--- config.mk ---
export PLATFORM = sky130hd
export DESIGN_NAME = native_bus_decoder
export DESIGN_NICKNAME = d
export VERILOG_FILES = /design/src/rtl/native_bus_pkg.sv /design/src/rtl/native_bus_timeout.sv /design/src/rtl/native_bus_decoder.sv
export SDC_FILE = /design/constraint.sdc
export NUM_CORES = 1
export LEC_CHECK = 0
export ABC_AREA = 0
export ABC_CLOCK_PERIOD_IN_PS = 5400
export CORE_AREA = 2 2 131 133
export CTS_BUF_LIST = sky130_fd_sc_hd__clkbuf_8 sky130_fd_sc_hd__clkbuf_16
export DETAILED_ROUTE_END_ITERATION = 16
export DIE_AREA = 0 0 133 135
export DONT_BUFFER_PORTS = 1
export GPL_TIMING_DRIVEN = 0
export PLACE_DENSITY = 0.67
export SKIP_CTS_REPAIR_TIMING = 1
export SLEW_MARGIN = 40
export SYNTH_ARGS = -nofsm -noshare
export SYNTH_HDL_FRONTEND = slang
export SYNTH_SLANG_ARGS = --single-unit
export TNS_END_PERCENT = 30
--- constraint.sdc ---
create_clock -name clk -period 5.4 [get_ports clk]
set_input_delay 1.08 -clock clk [delete_from_list [all_inputs] [get_ports clk]]
set_output_delay 1.08 -clock clk [all_outputs]
set_load 0.01 [all_outputs]
--- src/rtl/native_bus_pkg.sv ---
// Shared types and constants for the PicoRV32 native-bus decoder.
// The state enum, the bus widths, the default error read data and the
// region match helper live here so the top and the timeout counter agree.
package native_bus_pkg;

   localparam int unsigned ADDR_W = 32;
   localparam int unsigned DATA_W = 32;
   localparam int unsigned STRB_W = 4;

   // Read data returned on unmapped or timed-out accesses unless overridden
   localparam logic [DATA_W-1:0] ERR_RDATA_DEFAULT = 32'hDEAD_BEEF;

   typedef enum logic [1:0] {
      IDLE = 2'd0,
      BUSY = 2'd1,
      RESP = 2'd2
   } state_t;

   // A region matches when the masked address equals its base
   function automatic logic addr_match(
      input logic [ADDR_W-1:0] addr,
      input logic [ADDR_W-1:0] base,
      input logic [ADDR_W-1:0] mask
   );
      return (addr & mask) == base;
   endfunction

endpackage

--- src/rtl/native_bus_timeout.sv ---
// BUSY-state watchdog for native_bus_decoder.
// Counts cycles while enabled; expired is raised during the cycle in which
// the count would reach TIMEOUT_CYCLES, so the FSM can abort at that edge.
// Only instantiated when NATIVE_BUS_TIMEOUT_EN is defined.
module native_bus_timeout
   import native_bus_pkg::*;
#(
   parameter int unsigned TIMEOUT_CYCLES = 255
) (
   input  logic clk,
   input  logic reset,
   input  logic clear,
   input  logic enable,
   output logic expired
);

   localparam logic [15:0] LIMIT_M1 = 16'(TIMEOUT_CYCLES - 1);

   logic [15:0] count_reg;

   // Cycle counter: cleared outside BUSY, incremented every BUSY cycle
   always_ff @(posedge clk or posedge reset) begin
      if (reset) begin
         count_reg <= '0;
      end else if (clear) begin
         count_reg <= '0;
      end else if (enable) begin
         count_reg <= count_reg + 16'd1;
      end
   end

   assign expired = enable && (count_reg == LIMIT_M1);

endmodule

--- src/rtl/native_bus_decoder.sv ---
// Address decoder and response mux for the PicoRV32 native memory bus.
// Registers the decode, drives one slave valid at a time and returns the
// selected slave's read data with a one-cycle mem_ready pulse. Unmapped
// accesses complete with ERR_RDATA and set a sticky error flag.
// Optional build macro: NATIVE_BUS_TIMEOUT_EN adds a BUSY watchdog that
// aborts a stalled slave access after TIMEOUT_CYCLES with an error response.
module native_bus_decoder
   import native_bus_pkg::*;
#(
   parameter int unsigned                 NSLAVES        = 4,
   parameter logic [NSLAVES*ADDR_W-1:0]   ADDR_BASE      = {32'h0300_0000, 32'h0200_0000,
                                                            32'h0010_0000, 32'h0000_0000},
   parameter logic [NSLAVES*ADDR_W-1:0]   ADDR_MASK      = {32'hFF00_0000, 32'hFFFF_FFFF,
                                                            32'hFFF0_0000, 32'hFFFF_C000},
   parameter int unsigned                 TIMEOUT_CYCLES = 255,
   parameter logic [DATA_W-1:0]           ERR_RDATA      = ERR_RDATA_DEFAULT
) (
   input  logic                        clk,
   input  logic                        reset,
   input  logic                        mem_valid,
   output logic                        mem_ready,
   input  logic [ADDR_W-1:0]           mem_addr,
   input  logic [DATA_W-1:0]           mem_wdata,
   input  logic [STRB_W-1:0]           mem_wstrb,
   output logic [DATA_W-1:0]           mem_rdata,
   output logic [NSLAVES-1:0]          s_valid,
   input  logic [NSLAVES-1:0]          s_ready,
   input  logic [NSLAVES*DATA_W-1:0]   s_rdata,
   output logic [ADDR_W-1:0]           s_addr,
   output logic [DATA_W-1:0]           s_wdata,
   output logic [STRB_W-1:0]           s_wstrb,
   input  logic                        err_clr,
   output logic                        err_flag,
   output logic [ADDR_W-1:0]           err_addr
);

   localparam int unsigned SEL_W = (NSLAVES > 1) ? $clog2(NSLAVES) : 1;

   // Reject unusable configurations at elaboration time
   generate
      if (NSLAVES < 1 || NSLAVES > 16 || TIMEOUT_CYCLES < 1 || TIMEOUT_CYCLES > 65535) begin : g_bad_params
         $error("native_bus_decoder: NSLAVES or TIMEOUT_CYCLES out of range");
      end
   endgenerate

   state_t              state_reg;
   logic [SEL_W-1:0]    sel_reg;
   logic                mem_ready_reg;
   logic [DATA_W-1:0]   mem_rdata_reg;
   logic [NSLAVES-1:0]  s_valid_reg;
   logic [ADDR_W-1:0]   s_addr_reg;
   logic [DATA_W-1:0]   s_wdata_reg;
   logic [STRB_W-1:0]   s_wstrb_reg;
   logic                err_flag_reg;
   logic [ADDR_W-1:0]   err_addr_reg;

   logic [NSLAVES-1:0]  hit_vec;
   logic                addr_hit;
   logic [SEL_W-1:0]    hit_sel;
   logic [DATA_W-1:0]   s_rdata_arr [NSLAVES];
   logic                sel_ready;
   logic [DATA_W-1:0]   sel_rdata;
   logic                timeout_expired;
   logic                err_event;
   logic [ADDR_W-1:0]   err_src_addr;

   // Per-region match against the live CPU address and per-slave data lanes
   generate
      for (genvar gi = 0; gi < NSLAVES; gi++) begin : g_region
         assign hit_vec[gi]     = addr_match(mem_addr,
                                             ADDR_BASE[ADDR_W*gi +: ADDR_W],
                                             ADDR_MASK[ADDR_W*gi +: ADDR_W]);
         assign s_rdata_arr[gi] = s_rdata[DATA_W*gi +: DATA_W];
      end
   endgenerate

   // Priority encode the hits: scanning downwards lets the lowest index win
   always_comb begin
      addr_hit = 1'b0;
      hit_sel  = '0;
      for (int i = NSLAVES - 1; i >= 0; i--) begin
         if (hit_vec[i]) begin
            addr_hit = 1'b1;
            hit_sel  = SEL_W'(i);
         end
      end
   end

   assign sel_ready = s_ready[sel_reg];
   assign sel_rdata = s_rdata_arr[sel_reg];

`ifdef NATIVE_BUS_TIMEOUT_EN
   native_bus_timeout #(
      .TIMEOUT_CYCLES (TIMEOUT_CYCLES)
   ) u_timeout (
      .clk     (clk),
      .reset   (reset),
      .clear   (state_reg != BUSY),
      .enable  (state_reg == BUSY),
      .expired (timeout_expired)
   );
`else
   assign timeout_expired = 1'b0;
`endif

   // An error completes this edge: unmapped request in IDLE, or a watchdog
   // abort in BUSY that the selected slave's ready did not beat
   always_comb begin
      err_event    = 1'b0;
      err_src_addr = s_addr_reg;
      if (state_reg == IDLE) begin
         err_event    = mem_valid && !addr_hit;
         err_src_addr = mem_addr;
      end else if (state_reg == BUSY) begin
         err_event    = !sel_ready && timeout_expired;
      end
   end

   // Transaction FSM with registered bus outputs
   always_ff @(posedge clk or posedge reset) begin
      if (reset) begin
         state_reg     <= IDLE;
         sel_reg       <= '0;
         mem_ready_reg <= 1'b0;
         mem_rdata_reg <= '0;
         s_valid_reg   <= '0;
         s_addr_reg    <= '0;
         s_wdata_reg   <= '0;
         s_wstrb_reg   <= '0;
      end else begin
         mem_ready_reg <= 1'b0;
         case (state_reg)
            IDLE: begin
               if (mem_valid) begin
                  s_addr_reg  <= mem_addr;
                  s_wdata_reg <= mem_wdata;
                  s_wstrb_reg <= mem_wstrb;
                  if (addr_hit) begin
                     sel_reg     <= hit_sel;
                     s_valid_reg <= NSLAVES'(1) << hit_sel;
                     state_reg   <= BUSY;
                  end else begin
                     mem_rdata_reg <= ERR_RDATA;
                     mem_ready_reg <= 1'b1;
                     state_reg     <= RESP;
                  end
               end
            end
            BUSY: begin
               if (sel_ready) begin
                  mem_rdata_reg <= sel_rdata;
                  mem_ready_reg <= 1'b1;
                  s_valid_reg   <= '0;
                  state_reg     <= RESP;
               end else if (timeout_expired) begin
                  mem_rdata_reg <= ERR_RDATA;
                  mem_ready_reg <= 1'b1;
                  s_valid_reg   <= '0;
                  state_reg     <= RESP;
               end
            end
            RESP: begin
               state_reg <= IDLE;
            end
            default: begin
               state_reg <= IDLE;
            end
         endcase
      end
   end

   // Sticky error: a new error beats err_clr and keeps the first address
   always_ff @(posedge clk or posedge reset) begin
      if (reset) begin
         err_flag_reg <= 1'b0;
         err_addr_reg <= '0;
      end else if (err_event) begin
         err_flag_reg <= 1'b1;
         if (!err_flag_reg) begin
            err_addr_reg <= err_src_addr;
         end
      end else if (err_clr) begin
         err_flag_reg <= 1'b0;
         err_addr_reg <= '0;
      end
   end

   assign mem_ready = mem_ready_reg;
   assign mem_rdata = mem_rdata_reg;
   assign s_valid   = s_valid_reg;
   assign s_addr    = s_addr_reg;
   assign s_wdata   = s_wdata_reg;
   assign s_wstrb   = s_wstrb_reg;
   assign err_flag  = err_flag_reg;
   assign err_addr  = err_addr_reg;

endmodule

==> results of run 1 <==
==> per-stage QoR <==
| stage | setup slack, ps | cells | instance area [um2] |
|---|---|---|---|
| 4_1_cts | 2250 | 890 | 7730 |
| 6_report | 2350 | 895 | 7750 |
| 3_5_place_dp | 2000 | 858 | 7140 |
| 5_1_grt | 2100 | 895 | 7750 |
| 3_3_place_gp | -847 | 857 | 7100 |
| 2_1_floorplan | 510 | 637 | 6830 |
==> placed cells by master (no fill, tap or decap), types with 8 or more instances in the layout <==
| master | n |
|---|---|
| nand2_1 | 207 |
| mux4_2 | 33 |
| inv_1 | 37 |
| a22o_1 | 8 |
| o22a_1 | 24 |
| mux2_2 | 33 |
| clkbuf_1 | 38 |
| dfrtp_1 | 142 |
| o31ai_1 | 32 |
| clkbuf_16 | 17 |
| nand4_1 | 33 |
==> logic make-up after synthesis <==
logic type,Yosys count,share of synthesized area (%)
multiplexers,66,16.3
buffers and inverters,84,4.97
AND/OR/NAND/NOR,265,16.9
flip-flops,142,52.0
AO/OA/AOI/OAI,80,9.80
==> layer usage <==
metal  global-route usage (%)  up-vias  wire (um)
met5                        0        -          0
met4                     11.2        0        740
met3                     11.1       47       2440
met2                     39.1      317      10500
met1                     27.5     2522       7930
li1                         -     2297          -
==> critical path, stage by stage (launching register included) <==
cell	delay, ps
dfrtp_1	420
nor2_1	520
nand2_1	390
a21o_1	290
nor3_1	600
clkbuf_1	510
o31ai_1	160
==> power by group through the flow <==
stage	clock network [mW]	logic (mW)	registers, mW
final	1.17	0.298	1.31
after CTS	1.20	0.303	1.31
after floorplan	0	0.233	1.29
after global routing	1.25	0.337	1.32
after detailed placement	0	0.302	1.33
after global placement	0	0.285	1.33
==> worst max path at each step <==
| stage | cells after the start | slack (ps) | end |
|---|---|---|---|
| 2_1_floorplan | 1 | 510 | err_addr[0]$_DFFE_PP0P_ |
| 3_3_place_gp | 1 | -850 | s_addr[6]$_DFFE_PP0P_ |
| 3_5_place_dp | 6 | 2000 | err_addr[9]$_DFFE_PP0P_ |
| 4_1_cts | 6 | 2250 | err_addr[9]$_DFFE_PP0P_ |
| 5_1_grt | 6 | 2100 | err_addr[9]$_DFFE_PP0P_ |
| 6_report | 6 | 2350 | err_addr[9]$_DFFE_PP0P_ |
==> area by class of cell <==
| class | instances | area, um2 | area share [%] |
|---|---|---|---|
| Sequential cell | 142 | 3550 | 45.9 |
| Multi-Input combinational cell | 411 | 2940 | 37.9 |
| Clock buffer | 19 | 453 | 5.85 |
| Tap cell | 220 | 275 | 3.55 |
| Buffer | 47 | 200 | 2.58 |
| Inverter | 37 | 149 | 1.92 |
| Clock inverter | 13 | 139 | 1.79 |
| Timing Repair Buffer | 1 | 27.5 | 0.355 |
| Antenna cell | 5 | 12.5 | 0.162 |
==> metrics.txt, run 1 <==
largest cells by area after synthesis dfrtp_1, nand2_1, mux4_2; FP Rows 47; # fillers between 1500 and 2000; post-synth top area share between 50% and 60%; DP Wirelength approximately 17000 um; CTS tree built; routed wire length between 20000 and 25000 um; number of port buffers 0; Clock Pin Slew Worst Setup and Hold Paths roughly 60 ps; global route overflow 0; Sink Count between 100 and 150; Worst Hold Class input port to async pin; worst setup path class register to register; sequential power share between 40% and 50%; reg2reg end err_addr[9]$_DFFE_PP0P_; vias in the first global route about 5500; first-pass GRT wire length 32700 um; Crit Path Max Fanout 10; commonest cells in the netlist nand2_1, dfrtp_1, clkbuf_1; Placer Congestion ~0.87; router iterations before antenna repair 4; worst-margin pin slew between 700 and 800 ps; final net count 861; largest net degree at the start of global routing 83; synthesis-to-finish area growth 13.4%; Syn Nets 841; async set or reset register ratio after synthesis 100%; Die Y around 140 um; Clock Latency Late Sink 410 ps; Int Power 2.00 mW; register area share after synthesis 52.0%; CP Launch Type register; Die W roughly 130 um; setup violators final 0; Slew Viols, Final 0; initial antenna violation count 5; Max Fclk 328 MHz; Core Region ~0.016 mm2; Period minus WS final just over 3000 ps; Residual DRC 0; Worst Hold Slack 530 ps; worst-case clock buffer depth 2; post-synthesis cell type count 42; H-tree levels 4; Worst Skew 6.89 ps; Pwr per Cell Area 359 mW/mm2; Vias/cell just under 6; CP Capture Type register; GRT Total Usage approximately a quarter; Clock power frac between 40 and 50%; #FFs+latches synth 142; Critical Path RT 5670 ps; sw frac between 20% and 30%; unrepaired setup endpoints after global routing no; per-cell routed wire length 24.1 um; io pins 342; Post-synth EDFFs 0; Final period util 56.5%; Post-Syn Area 0.00683 mm2; top_reg_cell synth dfrtp_1; final core occ a little under half; DR vias between 5000 and 6000; Syn Area/Cell 10.7 um2; Root Buffer clkbuf_16; Slew headroom between 40 and 50%; cell taking the most area after synthesis dfrtp_1; Comb pwr share between 10% and 20%; most frequent cell after synthesis nand2_1; die area 0.0180 mm2; FF-to-FF path depth 6; Leakage around 3.4 nW; Antenna Violating Nets Remaining 0; crit path DAT about 3300 ps; R2R setup slack ~2300 ps; YS warnings 0; total power approximately 2.8 mW; post-synthesis cell count ~640; Net Sw Power 0.787 mW; MaxCap Viol Count 0; crit path from state_reg[0]$_DFFE_PP0P_; share of layout cells above drive strength 1 between 15 and 20%; number of buffers created by CTS 17; final hold violation count 0; Starting Density about two fifths; FF-to-FF Start state_reg[0]$_DFFE_PP0P_; Peak VDD IR roughly 200 uV; Setup TNS Final 0 ps; status finished clean; initial DRC count roughly 290
Power figures use the tool's default switching activity.
==> inputs of run 2 (changes only) <==
--- a/config.mk
+++ b/config.mk
@@ -6,11 +6,11 @@
 export NUM_CORES = 1
 export LEC_CHECK = 0
 export ABC_AREA = 0
-export ABC_CLOCK_PERIOD_IN_PS = 5400
-export CORE_AREA = 2 2 131 133
+export ABC_CLOCK_PERIOD_IN_PS = 2800
+export CORE_AREA = 2 2 134 136
 export CTS_BUF_LIST = sky130_fd_sc_hd__clkbuf_8 sky130_fd_sc_hd__clkbuf_16
 export DETAILED_ROUTE_END_ITERATION = 16
-export DIE_AREA = 0 0 133 135
+export DIE_AREA = 0 0 136 138
 export DONT_BUFFER_PORTS = 1
 export GPL_TIMING_DRIVEN = 0
 export PLACE_DENSITY = 0.67
==> constraint.sdc (replaced) <==
create_clock -name clk -period 2.8 [get_ports clk]
set_input_delay 0.56 -clock clk [delete_from_list [all_inputs] [get_ports clk]]
set_output_delay 0.56 -clock clk [all_outputs]
set_load 0.01 [all_outputs]
==> metrics.txt, run 2 (synthesis gave the netlist of run 1 again) <==
status finished clean; Pwr per Cell Area 706 mW/mm2 (+97%); crit path DAT 2910 ps (-410 ps); Critical Path Sink err_addr[17]$_DFFE_PP0P_; DP Wirelength 17200 um (+2.9%); Peak VDD IR 384 uV (+93%); final net count 867 (+0.70%); FP Rows 49 (+4.3%); largest net degree at the start of global routing 26 (-69%); per-cell routed wire length 24.5 um (+1.4%); worst-case clock buffer depth 2 (unchanged); Die W 136 um (+2.3%); CP Launch Type register; global route overflow 0 (unchanged); Antenna Violating Nets Remaining 0 (unchanged); final hold violation count 0 (unchanged); Leakage 3.47 nW (+2.2%); crit path from state_reg[0]$_DFFE_PP0P_; MaxCap Viol Count 0 (unchanged); GRT Total Usage 23.8% (-0.34 points); Final period util 94.1% (+38 points); final core occ 45.3% (-1.9 points); Starting Density 38.9% (-2.7 points); number of port buffers 0 (unchanged); io pins 342 (unchanged); Setup TNS Final 0 ps (unchanged); reg2reg end err_addr[17]$_DFFE_PP0P_; H-tree levels 4 (unchanged); first-pass GRT wire length 33400 um (+2.4%); Placer Congestion 0.829 (-4.9%); Vias/cell 5.59 (-3.5%); Clock Latency Late Sink 420 ps (about the same); vias in the first global route 5283 (-3.3%); Non-Filler Instances 912 (+1.9%); DR vias 5098 (-1.6%); Sink Count 142 (unchanged); Max stage delay on crit path 480 ps (-120 ps); total power 5.61 mW (+100%); die area 0.0188 mm2 (+4.5%); Die Y 138 um (+2.2%); initial antenna violation count 6 (+1); Buf/Inv on CP 1 (unchanged); Core Region 0.0175 mm2 (+6.9%); setup violators final 0 (unchanged); Slew headroom 50.0% (+2.0 points); Critical Path RT 3080 ps (-2590 ps); Slew Viols, Final 0 (unchanged); worst setup path class register to register; Crit-path slowest cell clkbuf_1; dpl cells 872 (+1.6%); most frequent cells in the layout nand2_1, dfrtp_1, clkbuf_1, inv_1; Root Buffer clkbuf_16; Crit Path Max Fanout 10 (unchanged); worst-path cell chain nor2_2, nand2_1, a21o_1, nor3_2, clkbuf_1, o31ai_1; critical path depth 6 (unchanged); FF-to-FF Start state_reg[0]$_DFFE_PP0P_; R2R setup slack 170 ps (-2180 ps); Max Fclk 380 MHz (+16%); Residual DRC 0 (unchanged); CTS tree built; initial DRC count 347 (+18%); router iterations before antenna repair 4 (unchanged); CP Capture Type register; number of buffers created by CTS 17 (unchanged); commonest non-fill, non-tap cell in the layout nand2_1; Clock Pin Slew Worst Setup and Hold Paths 70 ps (about the same); unrepaired setup endpoints after global routing no; Worst Hold Class input port to register; worst-margin pin slew 745 ps (-30.0 ps); Period minus WS final 2630 ps (-416 ps); routed wire length 22300 um (+3.3%); CP delay by family, top simple AND/OR/NAND/NOR gates; share of layout cells above drive strength 1 18.3% (+1.2 points); FF-to-FF path depth 6 (unchanged); synthesis-to-finish area growth 16.3%; Worst Skew 11.0 ps (+4.08 ps)
-- run 2: cell types whose count changed in the layout (fill, tap and decap cells not counted), sizes merged --
cell / change
clkbuf: -1
buf: +5
diode: +2
bufinv: +2
inv: -1
dlygate4sd3: +1
-- run 2: worst register-to-register path: cells and delay by family, from the launching register on --
kind / cells / cell delay (ps)
AND/OR/NAND/NOR: 3 / 1140
buffers and inverters: 1 / 480
flip-flops: 1 / 430
AO/OA/AOI/OAI: 2 / 450
-- run 2: how the worst min path moves through the flow --
stage / depth (start not counted) / start / slack, ps / endpoint
3_5_place_dp: 1 / reset / 440 / s_addr[12]$_DFFE_PP0P_
6_report: 2 / mem_wstrb[0] / 240 / s_wstrb[0]$_DFFE_PP0P_
2_1_floorplan: 2 / s_wdata[0]$_DFFE_PP0P_ / 510 / s_wdata[0]$_DFFE_PP0P_
3_3_place_gp: 2 / s_wdata[27]$_DFFE_PP0P_ / 530 / s_wdata[27]$_DFFE_PP0P_
4_1_cts: 1 / reset / -10 / mem_rdata[11]$_DFFE_PP0P_
5_1_grt: 2 / mem_addr[10] / 220 / s_addr[10]$_DFFE_PP0P_
-- run 2: routing by layer --
metal | part of all wire [%] | up-vias | routed length, um | GRT usage [%]
li1 | - | 2298 | - | -
met1 | 38 | 2511 | 8540 | 28.8
met2 | 49 | 264 | 11000 | 38.5
met3 | 11 | 25 | 2390 | 9.24
met4 | 2.0 | 0 | 436 | 8.83
met5 | 0 | - | 0 | 0
-- run 2: power breakdown --
| part | switching [mW] | total, mW | internal (mW) |
|---|---|---|---|
| combinational | 0.338 | 0.590 | 0.251 |
| clock | 0.951 | 2.49 | 1.53 |
| sequential | 0.280 | 2.53 | 2.25 |
-- run 2: cell type report --
| class | instances | area, um2 |
|---|---|---|
| diodes | 7 | 17.5 |
| plain buffers | 47 | 200 |
| clock buffers | 18 | 439 |
| clock inverters | 14 | 204 |
| fillers | 1626 | 9590 |
| inverters | 37 | 145 |
| multi-input cells | 411 | 2950 |
| flip-flops and latches | 142 | 3550 |
| well taps | 229 | 287 |
| repair buffers | 7 | 145 |
-- run 2: metrics by stage --
stage	hold WS, ps	worst slack (ps)	cell area, um2
2_1_floorplan	514	446	6830
3_5_place_dp	443	-179	7260
3_3_place_gp	532	-386	7120
4_1_cts	-9.87	-156	7900
5_1_grt	225	3.59	7940
6_report	239	166	7940
==> inputs of run 3 (changes only) <==
--- a/config.mk
+++ b/config.mk
@@ -15,6 +15,7 @@
 export GPL_TIMING_DRIVEN = 0
 export PLACE_DENSITY = 0.67
 export SKIP_CTS_REPAIR_TIMING = 1
+export SKIP_LAST_GASP = 1
 export SLEW_MARGIN = 40
 export SYNTH_ARGS = -nofsm -noshare
 export SYNTH_HDL_FRONTEND = slang
==> results of run 3 <==
No change in the layout: final DEF, timing and power equal those of run 2.
